`src/rtl/mem_stage.sv`:
```
// mem_stage: memory-access stage of the RISC-V core.
//
// Takes the ALU result, store data and load/store control from execute and
// runs one request/acknowledge transaction at a time on the data-memory port.
// It aligns, masks and sign-extends load data, then registers the result into
// the writeback bundle. stall_o holds upstream while a transaction is open.
//
// Ports
//   clk, rst                    clock, synchronous active-high reset
//   valid_i, mem_read_i, mem_write_i, funct3_i, alu_result_i,
//   mem_write_data_i, reg_write_i, rd_addr_i      execute-stage inputs
//   stall_o                     combinational upstream hold
//   dmem_req_o/we_o/addr_o/be_o/wdata_o, dmem_ack_i, dmem_rdata_i
//                               data-memory port (word addressed, byte lanes)
//   wb_valid_o, wb_reg_write_o, wb_rd_addr_o, wb_data_o   registered writeback
//   misalign_o                  registered one-cycle misaligned-access flag
//
// Build option
//   MEM_MISALIGN_TRAP_EN  defined: misaligned H/W accesses are dropped and
//                         flagged on misalign_o. Undefined: the address is
//                         forced to natural alignment and misalign_o is 0.

module mem_stage (
    input  logic        clk,
    input  logic        rst,
    input  logic        valid_i,
    input  logic        mem_read_i,
    input  logic        mem_write_i,
    input  logic [2:0]  funct3_i,
    input  logic [31:0] alu_result_i,
    input  logic [31:0] mem_write_data_i,
    input  logic        reg_write_i,
    input  logic [4:0]  rd_addr_i,
    output logic        stall_o,
    output logic        dmem_req_o,
    output logic        dmem_we_o,
    output logic [31:0] dmem_addr_o,
    output logic [3:0]  dmem_be_o,
    output logic [31:0] dmem_wdata_o,
    input  logic        dmem_ack_i,
    input  logic [31:0] dmem_rdata_i,
    output logic        wb_valid_o,
    output logic        wb_reg_write_o,
    output logic [4:0]  wb_rd_addr_o,
    output logic [31:0] wb_data_o,
    output logic        misalign_o
);

    typedef enum logic {IDLE, BUSY} state_t;
    state_t state, state_nxt;

    logic       mem_op;
    logic       is_b, is_h;
    logic       trap;
    logic [1:0] off;
    logic [3:0] be;
    logic [31:0] wdata;

    // Latched transaction context, used when the ack arrives
    logic       lat_reg_write;
    logic [4:0] lat_rd;
    logic [2:0] lat_funct3;
    logic [1:0] lat_off;

    logic [7:0]  byte_sel;
    logic [15:0] half_sel;
    logic [31:0] load_data;

    assign mem_op = valid_i && (mem_read_i || mem_write_i);
    assign is_b   = (funct3_i == 3'b000) || (funct3_i == 3'b100);
    assign is_h   = (funct3_i == 3'b001) || (funct3_i == 3'b101);

`ifdef MEM_MISALIGN_TRAP_EN
    logic misaligned;
    assign misaligned = (is_h && alu_result_i[0]) ||
                        (!is_b && !is_h && (alu_result_i[1:0] != 2'b00));
    assign trap = mem_op && misaligned;
`else
    assign trap = 1'b0;
`endif

    // Byte offset after natural alignment: H keeps bit 1, W keeps neither.
    // With the trap enabled a misaligned access never reaches the port, so
    // the same forcing is harmless there.
    assign off = is_b ? alu_result_i[1:0] :
                 is_h ? {alu_result_i[1], 1'b0} : 2'b00;

    always_comb begin
        be    = 4'b1111;
        wdata = mem_write_data_i;
        if (mem_write_i) begin
            if (is_b) begin
                be    = 4'b0001 << off;
                wdata = {4{mem_write_data_i[7:0]}};
            end else if (is_h) begin
                be    = 4'b0011 << off;
                wdata = {2{mem_write_data_i[15:0]}};
            end
        end
    end

    // Load extraction from the returned word using the latched offset
    always_comb begin
        byte_sel = 8'h00;
        case (lat_off)
            2'd0: byte_sel = dmem_rdata_i[7:0];
            2'd1: byte_sel = dmem_rdata_i[15:8];
            2'd2: byte_sel = dmem_rdata_i[23:16];
            2'd3: byte_sel = dmem_rdata_i[31:24];
            default: byte_sel = 8'h00;
        endcase
        half_sel = lat_off[1] ? dmem_rdata_i[31:16] : dmem_rdata_i[15:0];
        case (lat_funct3)
            3'b000:  load_data = {{24{byte_sel[7]}}, byte_sel};
            3'b100:  load_data = {24'h000000, byte_sel};
            3'b001:  load_data = {{16{half_sel[15]}}, half_sel};
            3'b101:  load_data = {16'h0000, half_sel};
            default: load_data = dmem_rdata_i;
        endcase
    end

    always_ff @(posedge clk) begin
        if (rst) state <= IDLE;
        else     state <= state_nxt;
    end

    always_comb begin
        state_nxt = state;
        stall_o   = 1'b0;
        case (state)
            IDLE: begin
                if (mem_op && !trap) begin
                    stall_o   = 1'b1;
                    state_nxt = BUSY;
                end
            end
            BUSY: begin
                stall_o = !dmem_ack_i;
                if (dmem_ack_i) state_nxt = IDLE;
            end
            default: state_nxt = IDLE;
        endcase
    end

    always_ff @(posedge clk) begin
        if (rst) begin
            dmem_req_o     <= 1'b0;
            dmem_we_o      <= 1'b0;
            dmem_addr_o    <= 32'h0;
            dmem_be_o      <= 4'h0;
            dmem_wdata_o   <= 32'h0;
            wb_valid_o     <= 1'b0;
            wb_reg_write_o <= 1'b0;
            wb_rd_addr_o   <= 5'h0;
            wb_data_o      <= 32'h0;
            lat_reg_write  <= 1'b0;
            lat_rd         <= 5'h0;
            lat_funct3     <= 3'h0;
            lat_off        <= 2'h0;
        end else begin
            case (state)
                IDLE: begin
                    if (trap) begin
                        wb_valid_o     <= 1'b1;
                        wb_reg_write_o <= 1'b0;
                        wb_rd_addr_o   <= rd_addr_i;
                        wb_data_o      <= 32'h0;
                    end else if (mem_op) begin
                        dmem_req_o    <= 1'b1;
                        dmem_we_o     <= mem_write_i;
                        dmem_addr_o   <= {alu_result_i[31:2], 2'b00};
                        dmem_be_o     <= be;
                        dmem_wdata_o  <= wdata;
                        lat_reg_write <= reg_write_i;
                        lat_rd        <= rd_addr_i;
                        lat_funct3    <= funct3_i;
                        lat_off       <= off;
                        wb_valid_o    <= 1'b0;
                    end else if (valid_i) begin
                        wb_valid_o     <= 1'b1;
                        wb_reg_write_o <= reg_write_i;
                        wb_rd_addr_o   <= rd_addr_i;
                        wb_data_o      <= alu_result_i;
                    end else begin
                        wb_valid_o <= 1'b0;
                    end
                end
                BUSY: begin
                    if (dmem_ack_i) begin
                        dmem_req_o     <= 1'b0;
                        wb_valid_o     <= 1'b1;
                        wb_reg_write_o <= lat_reg_write;
                        wb_rd_addr_o   <= lat_rd;
                        wb_data_o      <= dmem_we_o ? 32'h0 : load_data;
                    end else begin
                        wb_valid_o <= 1'b0;
                    end
                end
                default: wb_valid_o <= 1'b0;
            endcase
        end
    end

`ifdef MEM_MISALIGN_TRAP_EN
    always_ff @(posedge clk) begin
        if (rst) misalign_o <= 1'b0;
        else     misalign_o <= (state == IDLE) && trap;
    end
`else
    assign misalign_o = 1'b0;
`endif

endmodule
```
`config.mk`:
```
export PLATFORM = sky130hd
export DESIGN_NAME = mem_stage
export DESIGN_NICKNAME = d
export VERILOG_FILES = /design/src/rtl/mem_stage.sv
export SDC_FILE = /design/constraint.sdc
export NUM_CORES = 1
export LEC_CHECK = 0
export ABC_AREA = 1
export CAP_MARGIN = 10
export CORE_MARGIN = 1.5
export CORE_UTILIZATION = 43
export DETAILED_ROUTE_END_ITERATION = 8
export PLACE_DENSITY = 0.86
export SLEW_MARGIN = 20
export SYNTH_ARGS = -nofsm -noshare
export SYNTH_HDL_FRONTEND = slang
export SYNTH_SLANG_ARGS = --single-unit
```
`constraint.sdc`:
```
create_clock -name clk -period 1.5 [get_ports clk]
set_input_delay 0.3 -clock clk [delete_from_list [all_inputs] [get_ports clk]]
set_output_delay 0.3 -clock clk [all_outputs]
set_load 0.05 [all_outputs]
```
### Word level (Yosys, flattened, before mapping)

Cells that the tools add are included.

* equal/unequal tests: 13
* shift-type cells: 2
* mux-type cells: 35
* bitwise logic cells: 1
* reduce and logical (&&, ||, !) cells: 11

Operators with widths (number)
* 32-bit two-way mux: 7
* 32-bit case mux with 4 select lines: 1
* 32-bit case mux with 2 select lines: 1
* 8-bit case mux with 4 select lines: 1
* 16-bit two-way mux: 1
* 5-bit two-way mux: 3
* 3-bit equality test, second input constant: 4
* 4-bit two-way mux: 3
* 1-bit two-way mux: 10
* 1-bit case mux with 2 select lines: 5
* 5-bit case mux with 2 select lines: 1
* 2-bit != test, second input constant: 4
* 3-bit by 1-bit equality test with 1-bit output, second input constant: 2
* 3-bit zero test: 2
* 2-bit equality test, second input constant: 2
* 2-bit two-way mux: 2
* 2-bit AND reduction: 2
* 1-bit by 2-bit left shift with 4-bit output, first input constant: 1
* 2-bit by 2-bit left shift with 4-bit output, first input constant: 1
* 1-bit logical OR: 3
* 3-bit AND reduction: 1
* 2-bit by 1-bit equality test with 1-bit output, second input constant: 1
* 2-bit zero test: 1
* 1-bit logical AND: 1
* 2 further kinds: 2

* register bits after elaboration: 119
* input bits: 111
* output and inout port bits: 111
* logic and storage cells: 76

### Depth between registers and ports, before layout

Gate-level depths: netlist of the first run.

* depth after elaboration: 8
* depth in mapped cells: 9

### Worst setup path before layout of the first run

OpenSTA, ideal clock, no wires.

* path kind: register to output
* from: reg state
* to: out stall_o
* arrival: 1.299 ns
* slack: -0.099 ns
* cell stages (with the launch flop): 6
* path buffers: 2
* cell sequence: dfxtp_1 -> buf_4 -> inv_2 -> buf_4 -> or2_2 -> nand2_1

* cells in the longest elaborated chain, start to end: 2

RTL lines
* from (decl): RTL line 50 `state_t state, state_nxt;`
* from (signal assigned): RTL line 124 `else state <= state_nxt;`
* 1-bit inverter (no source line)
* 1-bit case mux with 2 select lines (*): RTL line 130 `case (state)`
* to (decl): RTL line 34 `output logic stall_o,`

Mark *: on every way between the ends. The rest lies on a longest branch, timed or not.

### Final worst setup path of the first run

* from: in mem_write_i
* to: out stall_o

* cells in the longest elaborated chain, start to end: 4

RTL lines
* from (decl): RTL line 28 `input logic mem_write_i,`
* 1-bit logical OR: RTL line 69 `assign mem_op = valid_i && (mem_read_i || mem_write_i);`
* 1-bit logical AND: RTL line 69
* 1-bit two-way mux: RTL line 132 `if (mem_op && !trap) begin`
* 1-bit case mux with 2 select lines: RTL line 130

Every way passes these cells.

==> impl_metrics.toml, run 1 <==
[pwr]
peakVddDrop_uv = 882
powerDensity_nw_per_um2 = 1180
p_leak_uw = 0.00432

[routing]
drt_wl_total_mm = 25.1
num_vias = 7026
drt-vias-per-instance = 5.85
wl_per_cell_um = 20.9
drt-pass1-iter-count = 7
drc = 0
drtAntennaViolNets = 0
drtIter0Drc = 1013

[finish]
final_area_sq_um = 10200
fin_cells = 1202
synthToLayoutAreaGrowth_pct = 87.0
fin_nets = 1136
drive_gt1_share_pct = 24.0
n_antenna_cell = 0
fillers = 659

[synthesis]
netlist_top_cells_count = "nor2_1, nand2_1, o21ai_0, dfxtp_1, a21oi_1"
syn-cell-area_sq_um = 5450
yosysMostFrequentCell = "nor2_1"
synth_ff_type = "dfxtp_1"
avgSynthCellArea_sq_um = 7.02
ys_warn_count = 0
synth_edf_count = 0
yosysSeqAreaShare_pct = 43.7
yosysTopAreaCellShare_pct = 43.7
synth_top_area_cell = "dfxtp_1"
ys_async_sr_fraction_pct = 0
synth_area_leaders = "dfxtp_1, o21ai_0, nor2_1, a21oi_1, nand2_1"
syn_inst = 777
synth.distinct_cells = 29
synth_seq_cells = 119

[clock_tree]
clock_latency_ns = 0.43
cts_buffers = 17
clock_sinks = 119
cts_tree = "done"
cts_buffer_depth = 2
h-tree-depth = 4
clk_pin_slew_ns = 0.06
holdBufCountCts = 0
root_buffer = "clkbuf_16"

[global_route]
antenna_found_initial = 0
overflow = 0
grt_pass1_wl_mm = 34.6
track_usage_pct = 33.9
grt_start_max_net_pins = 52
grt_pass1_vias = 6652

[critical_path]
cp.arrival_ns = 1.35
worstSetupPathType = "input port to output port"
endpoint_kind = "output port"
critical-path-max-stage-delay_ns = 0.52
startpoint_type = "input port"
cp_cell_sequence = "clkdlybuf4s50_1, o21ai_4, buf_6, nand2_4, buf_8"
slowest_stage = "clkdlybuf4s50_1"
crit_path_max_fanout = 4
path_buf_inv = 3
crit_required_ns = 1.20
cp_top_family = "buffers and inverters"

[flow_run]
max_cap_violations = 0

[floorplan]
initial_core_util_pct = 44.7
rows = 40
dieArea_sq_um = 13400
num_io_pins = 222
die_y_um = 116
dieWidth_um = 116
core_sq_um = 12200

[sta]
finalSetupViolations = 9
max_freq_ghz = 0.607
layout_setup_ws_ns = -0.148
rsz0062_at_grt = "yes"
maxSlewViolCount = 0
holdWs_ns = 0.462
final.min_clock_period_ns = 1.65
timing_hold_violations_final = 0
clock-skew-final_ns = 0.0143
layout_worst_path_cycle_share_pct = 110

[worst_hold_path]
holdCritPathClass = "input port to flip-flop"

[place]
io_buffers = 218
place_ws_ns = -0.348
dp.cells = 1157
place_congestion = 0.914
dp_hpwl_mm = 15.5
postPlaceCellArea_sq_um = 9160

[run_status]
status = "finished with violations"
violations = "setup timing"
registers in the layout (all words and copies together) (netlist names):
signal,count
wb_data_o,32
lat_funct3,3
lat_rd,5
lat_off,2
dmem_we_o,1
state,1
dmem_be_o,4
wb_reg_write_o,1
lat_reg_write,1
dmem_req_o,1
dmem_wdata_o,32
wb_valid_o,1
wb_rd_addr_o,5
dmem_addr_o,30
routing by layer:
metal  wire, um  track usage [%]
met5          0                0
met4       1390             16.3
met2      12100             58.9
met1       8590             38.7
met3       2950             9.21
metrics by stage:
stage	total power, uW	utilization, %	TNS (ns)
detailed placement	7250	75.0	-24.68
finish	12000	83.5	-0.579
floorplan	5370	-	0
CTS	11700	80.7	-0.148
global route	12300	83.5	-1.72
global placement	7160	75.0	-18.70
report_power, final:
| group | internal (uW) | total, uW | switching, uW |
|---|---|---|---|
| Sequential | 3440 | 3740 | 306 |
| Combinational | 1700 | 3750 | 2050 |
| Clock | 2950 | 4520 | 1570 |
| Total | 8090 | 12000 | 3930 |
worst min-delay path, delay by kind of cell:
family / cells / cell delay (ns)
AOI/OAI and AO/OA: 1 / 0.07
buffers and inverters: 1 / 0.40
and+or+nand+nor: 1 / 0.07
cell usage in the layout, fill, tap and decap left out, types with 6 or more instances in the layout:
cell type        instances
a21oi_2                 18
inv_1                   27
buf_4                   35
a31oi_1                 14
clkdlybuf4s50_1        109
o21ai_1                  9
clkbuf_16               22
dfxtp_1                118
a21oi_1                 78
buf_12                 122
nand2_1                126
o21ai_0                115
o211ai_1                 8
nor2_1                 143
nand3_1                 24
inv_2                    6
what timing repair did:
item	in CTS	in global routing
cloned	0	5
endpoints found under the setup margin	2	54
setup buffers	4	6
resized for setup	8	53
pin swaps	4	7
cells by family (layout without fill, tap and decap cells):
| kind of cell | Yosys count | in the layout | share of synthesized area (%) |
|---|---|---|---|
| AOI/OAI and AO/OA | 252 | 252 | 24.2 |
| buffers and inverters | 92 | 347 | 7.73 |
| DFF | 119 | 119 | 43.7 |
| other | 1 | 3 | 0.0688 |
| adders and majority gates | 4 | 4 | 0.918 |
| and+or+nand+nor | 309 | 309 | 23.4 |
area by class of cell:
class | count | area (sq um) | area share, %
Timing Repair Buffer | 277 | 3990 | 39.2
Clock buffer | 20 | 437 | 4.28
Clock inverter | 12 | 199 | 1.95
Inverter | 38 | 164 | 1.61
Tap cell | 168 | 210 | 2.06
Multi-Input combinational cell | 568 | 2810 | 27.5
Sequential cell | 119 | 2390 | 23.4
final timing paths:
check	from	end	slack, ns	depth (start not counted)
max	mem_write_i	stall_o	-0.15	5
min	mem_write_data_i[26]	dmem_wdata_o[26]$_SDFFE_PP0P_	0.46	3
min reg2reg	lat_rd[4]$_SDFFE_PP0P_	wb_rd_addr_o[4]$_SDFFE_PP0P_	0.47	2
max reg2reg	state$_SDFF_PP0_	dmem_addr_o[30]$_SDFFE_PP0P_	-0.12	7
Note: power is estimated with default switching activity, not from simulation.
==> run 2: changes to the inputs <==
--- a/config.mk
+++ b/config.mk
@@ -7,10 +7,10 @@
 export LEC_CHECK = 0
 export ABC_AREA = 1
 export CAP_MARGIN = 10
-export CORE_MARGIN = 1.5
+export CORE_MARGIN = 1
 export CORE_UTILIZATION = 43
 export DETAILED_ROUTE_END_ITERATION = 8
-export PLACE_DENSITY = 0.86
+export PLACE_DENSITY = 0.8
 export SLEW_MARGIN = 20
 export SYNTH_ARGS = -nofsm -noshare
 export SYNTH_HDL_FRONTEND = slang
==> impl_metrics.toml, run 2 (synthesis gave the netlist of run 1 again) <==
[global_route]
antenna_found_initial = 0
overflow = 0
grt_pass1_vias = 6282
grt_start_max_net_pins = 44
track_usage_pct = 32.5
grt_pass1_wl_mm = 32.7

[floorplan]
dieWidth_um = 115
rows = 40
initial_core_util_pct = 44.8
die_y_um = 115
num_io_pins = 222
dieArea_sq_um = 13100
core_sq_um = 12200

[routing]
drt_wl_total_mm = 21.3
drt-pass1-iter-count = 6
drtIter0Drc = 694
drt-vias-per-instance = 5.44
dr_wl_met2_mm = 10.3
wl_per_cell_um = 17.7
drtAntennaViolNets = 0
wl_met1_mm = 7.94
drc = 0
routed.top_layer = "met4"
num_vias = 6540
wl_met3_mm = 2.21

[clock_tree]
h-tree-depth = 4
holdBufCountCts = 0
clk_pin_slew_ns = 0.06
clock_sinks = 119
cts_tree = "done"
root_buffer = "clkbuf_16"
clock_latency_ns = 0.41
cts_buffer_depth = 2
cts_buffers = 17

[finish]
fin_cells = 1203
final_cell_mix = "nor2_1, nand2_1, dfxtp_1, buf_12, clkdlybuf4s50_1"
fillers = 732
fin_nets = 1137
layout_commonest_cell = "nor2_1"
reg_top3 = "dmem_wdata_o: 32 flops, wb_data_o: 32 flops, dmem_addr_o: 30 flops"
drive_gt1_share_pct = 23.9
synthToLayoutAreaGrowth_pct = 82.7
n_antenna_cell = 0

[sta]
clock-skew-final_ns = 0.00953
layout_setup_ws_ns = -0.133
fin_tns_setup_ns = -0.133
max_freq_ghz = 0.613
final.min_clock_period_ns = 1.63
maxSlewViolCount = 0
rsz0062_at_grt = "yes"
holdWs_ns = 0.469
finalSetupViolations = 1
layout_worst_path_cycle_share_pct = 109
timing_hold_violations_final = 0

[critical_path]
startpoint_type = "flip-flop"
crit_path_max_fanout = 3
reg2reg_to = "wb_data_o[24]$_SDFFE_PP0P_"
cp_cell_sequence = "nor2_4, o21ai_4, buf_6, nand2_4, buf_8"
critical-path-max-stage-delay_ns = 0.37
cp.arrival_ns = 1.33
r2r_setup_slack_ns = 0
slowest_stage = "dfxtp_4"
endpoint_kind = "output port"
reg2reg_from = "state$_SDFF_PP0_"
crit_required_ns = 1.20
rr_worst_depth = 9
worstSetupPathType = "flip-flop to output port"

[pwr]
powerDensity_nw_per_um2 = 1160
finalPower_uw = 11600
p_leak_uw = 0.00422
peakVddDrop_uv = 797

[place]
dp_hpwl_mm = 14.6
place_congestion = 0.923
dp.cells = 1164
io_buffers = 218

[worst_hold_path]
hold_depth = 2
min_from = "lat_rd[2]$_SDFFE_PP0P_"
whs_endpoint = "wb_rd_addr_o[2]$_SDFFE_PP0P_"
holdCritPathClass = "flip-flop to flip-flop"

[flow_run]
max_cap_violations = 0

[run_status]
violations = "setup timing"
status = "finished with violations"
## run 2: area by class of cell
cell class / instances / area [sq um] / area share (%)
multi-input cells: 568 / 2760 / 27.7
well taps: 168 / 210 / 2.11
flip-flops and latches: 119 / 2390 / 24.0
repair buffers: 278 / 3840 / 38.6
clock inverters: 13 / 169 / 1.70
clock buffers: 19 / 453 / 4.55
inverters: 38 / 148 / 1.48
## run 2: layer usage
layer,vias up,global-route usage (%)
met5,-,0
met4,0,15.5
met2,421,55.7
met3,60,8.31
met1,2995,37.8
li1,3064,-
## run 2: report_power, final
group	leakage [uW]	internal [uW]	switching (uW)	total, uW
Combinational	0.00295	1640	1920	3560
Clock	0.000293	2720	1580	4300
Sequential	0.000983	3440	292	3730
## run 2: how the worst max path moves through the flow
| stage | cells after the start | to | startpoint | slack [ns] |
|---|---|---|---|---|
| 2_1_floorplan | 5 | stall_o | state$_SDFF_PP0_ | 0.02 |
| 6_report | 5 | stall_o | state$_SDFF_PP0_ | -0.13 |
| 3_3_place_gp | 8 | dmem_wdata_o[26]$_SDFFE_PP0P_ | valid_i | -0.23 |
| 3_5_place_dp | 9 | dmem_wdata_o[10]$_SDFFE_PP0P_ | mem_write_i | -0.29 |
| 4_1_cts | 4 | stall_o | state$_SDFF_PP0_ | -0.10 |
| 5_1_grt | 4 | stall_o | state$_SDFF_PP0_ | -0.16 |
## run 2: worst max-delay path: cells and delay by family, from the launching register on
kind	cells	cell delay (ns)
AO/OA/AOI/OAI	1	0.07
buffers and inverters	2	0.26
flip-flops	1	0.37
AND/OR/NAND/NOR	2	0.21
## run 2: through the flow
step,worst slack [ns],utilization (%),instance area (sq um)
after global routing,-0.160,81.9,9960
final,-0.133,81.9,9960
after global placement,-0.232,75.1,9140
after floorplan,0.0206,-,5460
after detailed placement,-0.292,75.1,9140
after CTS,-0.104,80.6,9800
## run 2: repair_timing
item / 4_1_cts / 5_1_grt
endpoints found under the setup margin: 6 / 12
buffers inserted: 3 / 3
pin swaps: 2 / 3
gates cloned: 0 / 1
gates resized for setup: 8 / 46
==> run 3: changes to the inputs <==
--- a/config.mk
+++ b/config.mk
@@ -10,6 +10,7 @@
 export CORE_MARGIN = 1
 export CORE_UTILIZATION = 43
 export DETAILED_ROUTE_END_ITERATION = 8
+export MAX_ROUTING_LAYER = met4
 export PLACE_DENSITY = 0.8
 export SLEW_MARGIN = 20
 export SYNTH_ARGS = -nofsm -noshare
==> impl_metrics.toml, run 3 (synthesis gave the netlist of run 1 again) <==
[run_status]
status = "finished with violations"
violations = "setup timing"

[clock_tree]
cts_buffer_depth = 2
cts_tree = "done"
clock_latency_ns = 0.42
root_buffer = "clkbuf_16"
cts_buffers = 17
clock_sinks = 119
h-tree-depth = 4
clk_pin_slew_ns = 0.05

[finish]
synthToLayoutAreaGrowth_pct = 82.1
fin_nets = 1134
reg_top3 = "dmem_wdata_o: 32 flops, wb_data_o: 32 flops, dmem_addr_o: 30 flops"
n_antenna_cell = 0
fin_util_pct = 81.6
drive_gt1_share_pct = 22.4
fillers = 735
final_cell_mix = "nor2_1, nand2_1, o21ai_0, dfxtp_1, buf_12"
layout_commonest_cell = "nor2_1"

[pwr]
internal-power_uw = 8030
p_seq_share_pct = 31.7
combPwrFrac_pct = 30.2
clkPwrFrac_pct = 38.1
p_switching_uw = 3730
p_leak_uw = 0.00424
swShare_pct = 31.7
powerDensity_nw_per_um2 = 1180
peakVddDrop_uv = 809

[global_route]
grt_use_met1_pct = 36.8
met2_usage_pct = 55.2
grt_start_max_net_pins = 44
grt_pass1_wl_mm = 32.3
use_met3_pct = 9.90
track_usage_pct = 33.3
grt_pass1_vias = 6312
antenna_found_initial = 0
overflow = 0
grt_busiest_layer = "met2"

[floorplan]
core_sq_um = 12200
initial_core_util_pct = 44.8
rows = 40
dieWidth_um = 115
die_y_um = 115
num_io_pins = 222
dieArea_sq_um = 13100

[critical_path]
crit_path_max_fanout = 3
r2r_setup_slack_ns = 0
startpoint_type = "flip-flop"
worstSetupPathType = "flip-flop to output port"
cp.arrival_ns = 1.30
endpoint_kind = "output port"
crit_required_ns = 1.20

[flow_run]
max_cap_violations = 0

[sta]
holdWs_ns = 0.472
finalSetupViolations = 1
layout_setup_ws_ns = -0.102
clock-skew-final_ns = 0.00734
rsz0062_at_grt = "yes"
timing_hold_violations_final = 0
fin_tns_setup_ns = -0.102
final.min_clock_period_ns = 1.60
layout_worst_path_cycle_share_pct = 107
maxSlewViolCount = 0
max_freq_ghz = 0.624

[place]
place_ws_ns = -0.332
io_buffers = 218
dp_hpwl_mm = 14.7
place_congestion = 0.926

[routing]
drt-vias-per-instance = 5.53
num_vias = 6641
drt_wl_total_mm = 21.8
drt-pass1-iter-count = 5
drc = 0
drtAntennaViolNets = 0
wl_per_cell_um = 18.2
drtIter0Drc = 705

[worst_hold_path]
holdCritPathClass = "flip-flop to flip-flop"
## run 3: cell types whose count changed in the layout (fill, tap and decap cells not counted), sizes merged
cell / change
buf: -4
bufinv: +1
clkbuf: +4
clkdlybuf4s50: -1
clkinvlp: -2
dlymetal6s2s: +1
inv: -2
## run 3: final timing paths
kind                                   endpoint  cells after the start                    from
setup / recovery                        stall_o                      5        state$_SDFF_PP0_
hold / removal     wb_rd_addr_o[3]$_SDFFE_PP0P_                      2  lat_rd[3]$_SDFFE_PP0P_
setup reg to reg  dmem_wdata_o[26]$_SDFFE_PP0P_                      7        state$_SDFF_PP0_
hold reg to reg    wb_rd_addr_o[3]$_SDFFE_PP0P_                      2  lat_rd[3]$_SDFFE_PP0P_
## run 3: what timing repair did
action | CTS | global route
setup buffers | 3 | 0
hold buffers | 0 | 0
endpoints found under the setup margin | 3 | 19
pin swaps | 2 | 0
resized for setup | 10 | 14
endpoints found under the hold margin | 0 | 0
cloned | 0 | 2
## run 3: layout make-up
cell class,instances,area [sq um],share of cell area [%]
multi-input cells,568,2700,27.2
clock inverters,10,166,1.68
clock buffers,22,484,4.88
well taps,168,210,2.12
flip-flops and latches,119,2390,24.0
repair buffers,275,3820,38.5
inverters,38,150,1.51
## run 3: power by group through the flow
stage | logic, uW | clock network, uW | registers (uW)
after detailed placement | 3420 | 0 | 3790
after CTS | 3470 | 4500 | 3730
after global placement | 3380 | 0 | 3780
after global routing | 3730 | 4650 | 3760
final | 3550 | 4480 | 3730
after floorplan | 897 | 0 | 4470
## run 3: through the flow
step / instance area (sq um) / cells / power [uW]
3_3_place_gp: 9130 / 1163 / 7160
3_5_place_dp: 9130 / 1163 / 7210
5_1_grt: 9930 / 1200 / 12100
4_1_cts: 9830 / 1198 / 11700
2_1_floorplan: 5460 / 779 / 5370
6_report: 9930 / 1200 / 11800
## run 3: worst max-delay path, stage by stage (launching register included)
cell     delay (ns)
dfxtp_4        0.36
nor2_4         0.12
o21ai_4        0.08
buf_6          0.12
nand2_4        0.06
buf_8          0.14
## run 3: layer usage
layer  routed length (um)  vias to the layer above
met5                    0                        -
met4                  879                        0
met3                 2190                       85
met2                10600                      422
met1                 8140                     3070
li1                     -                     3064
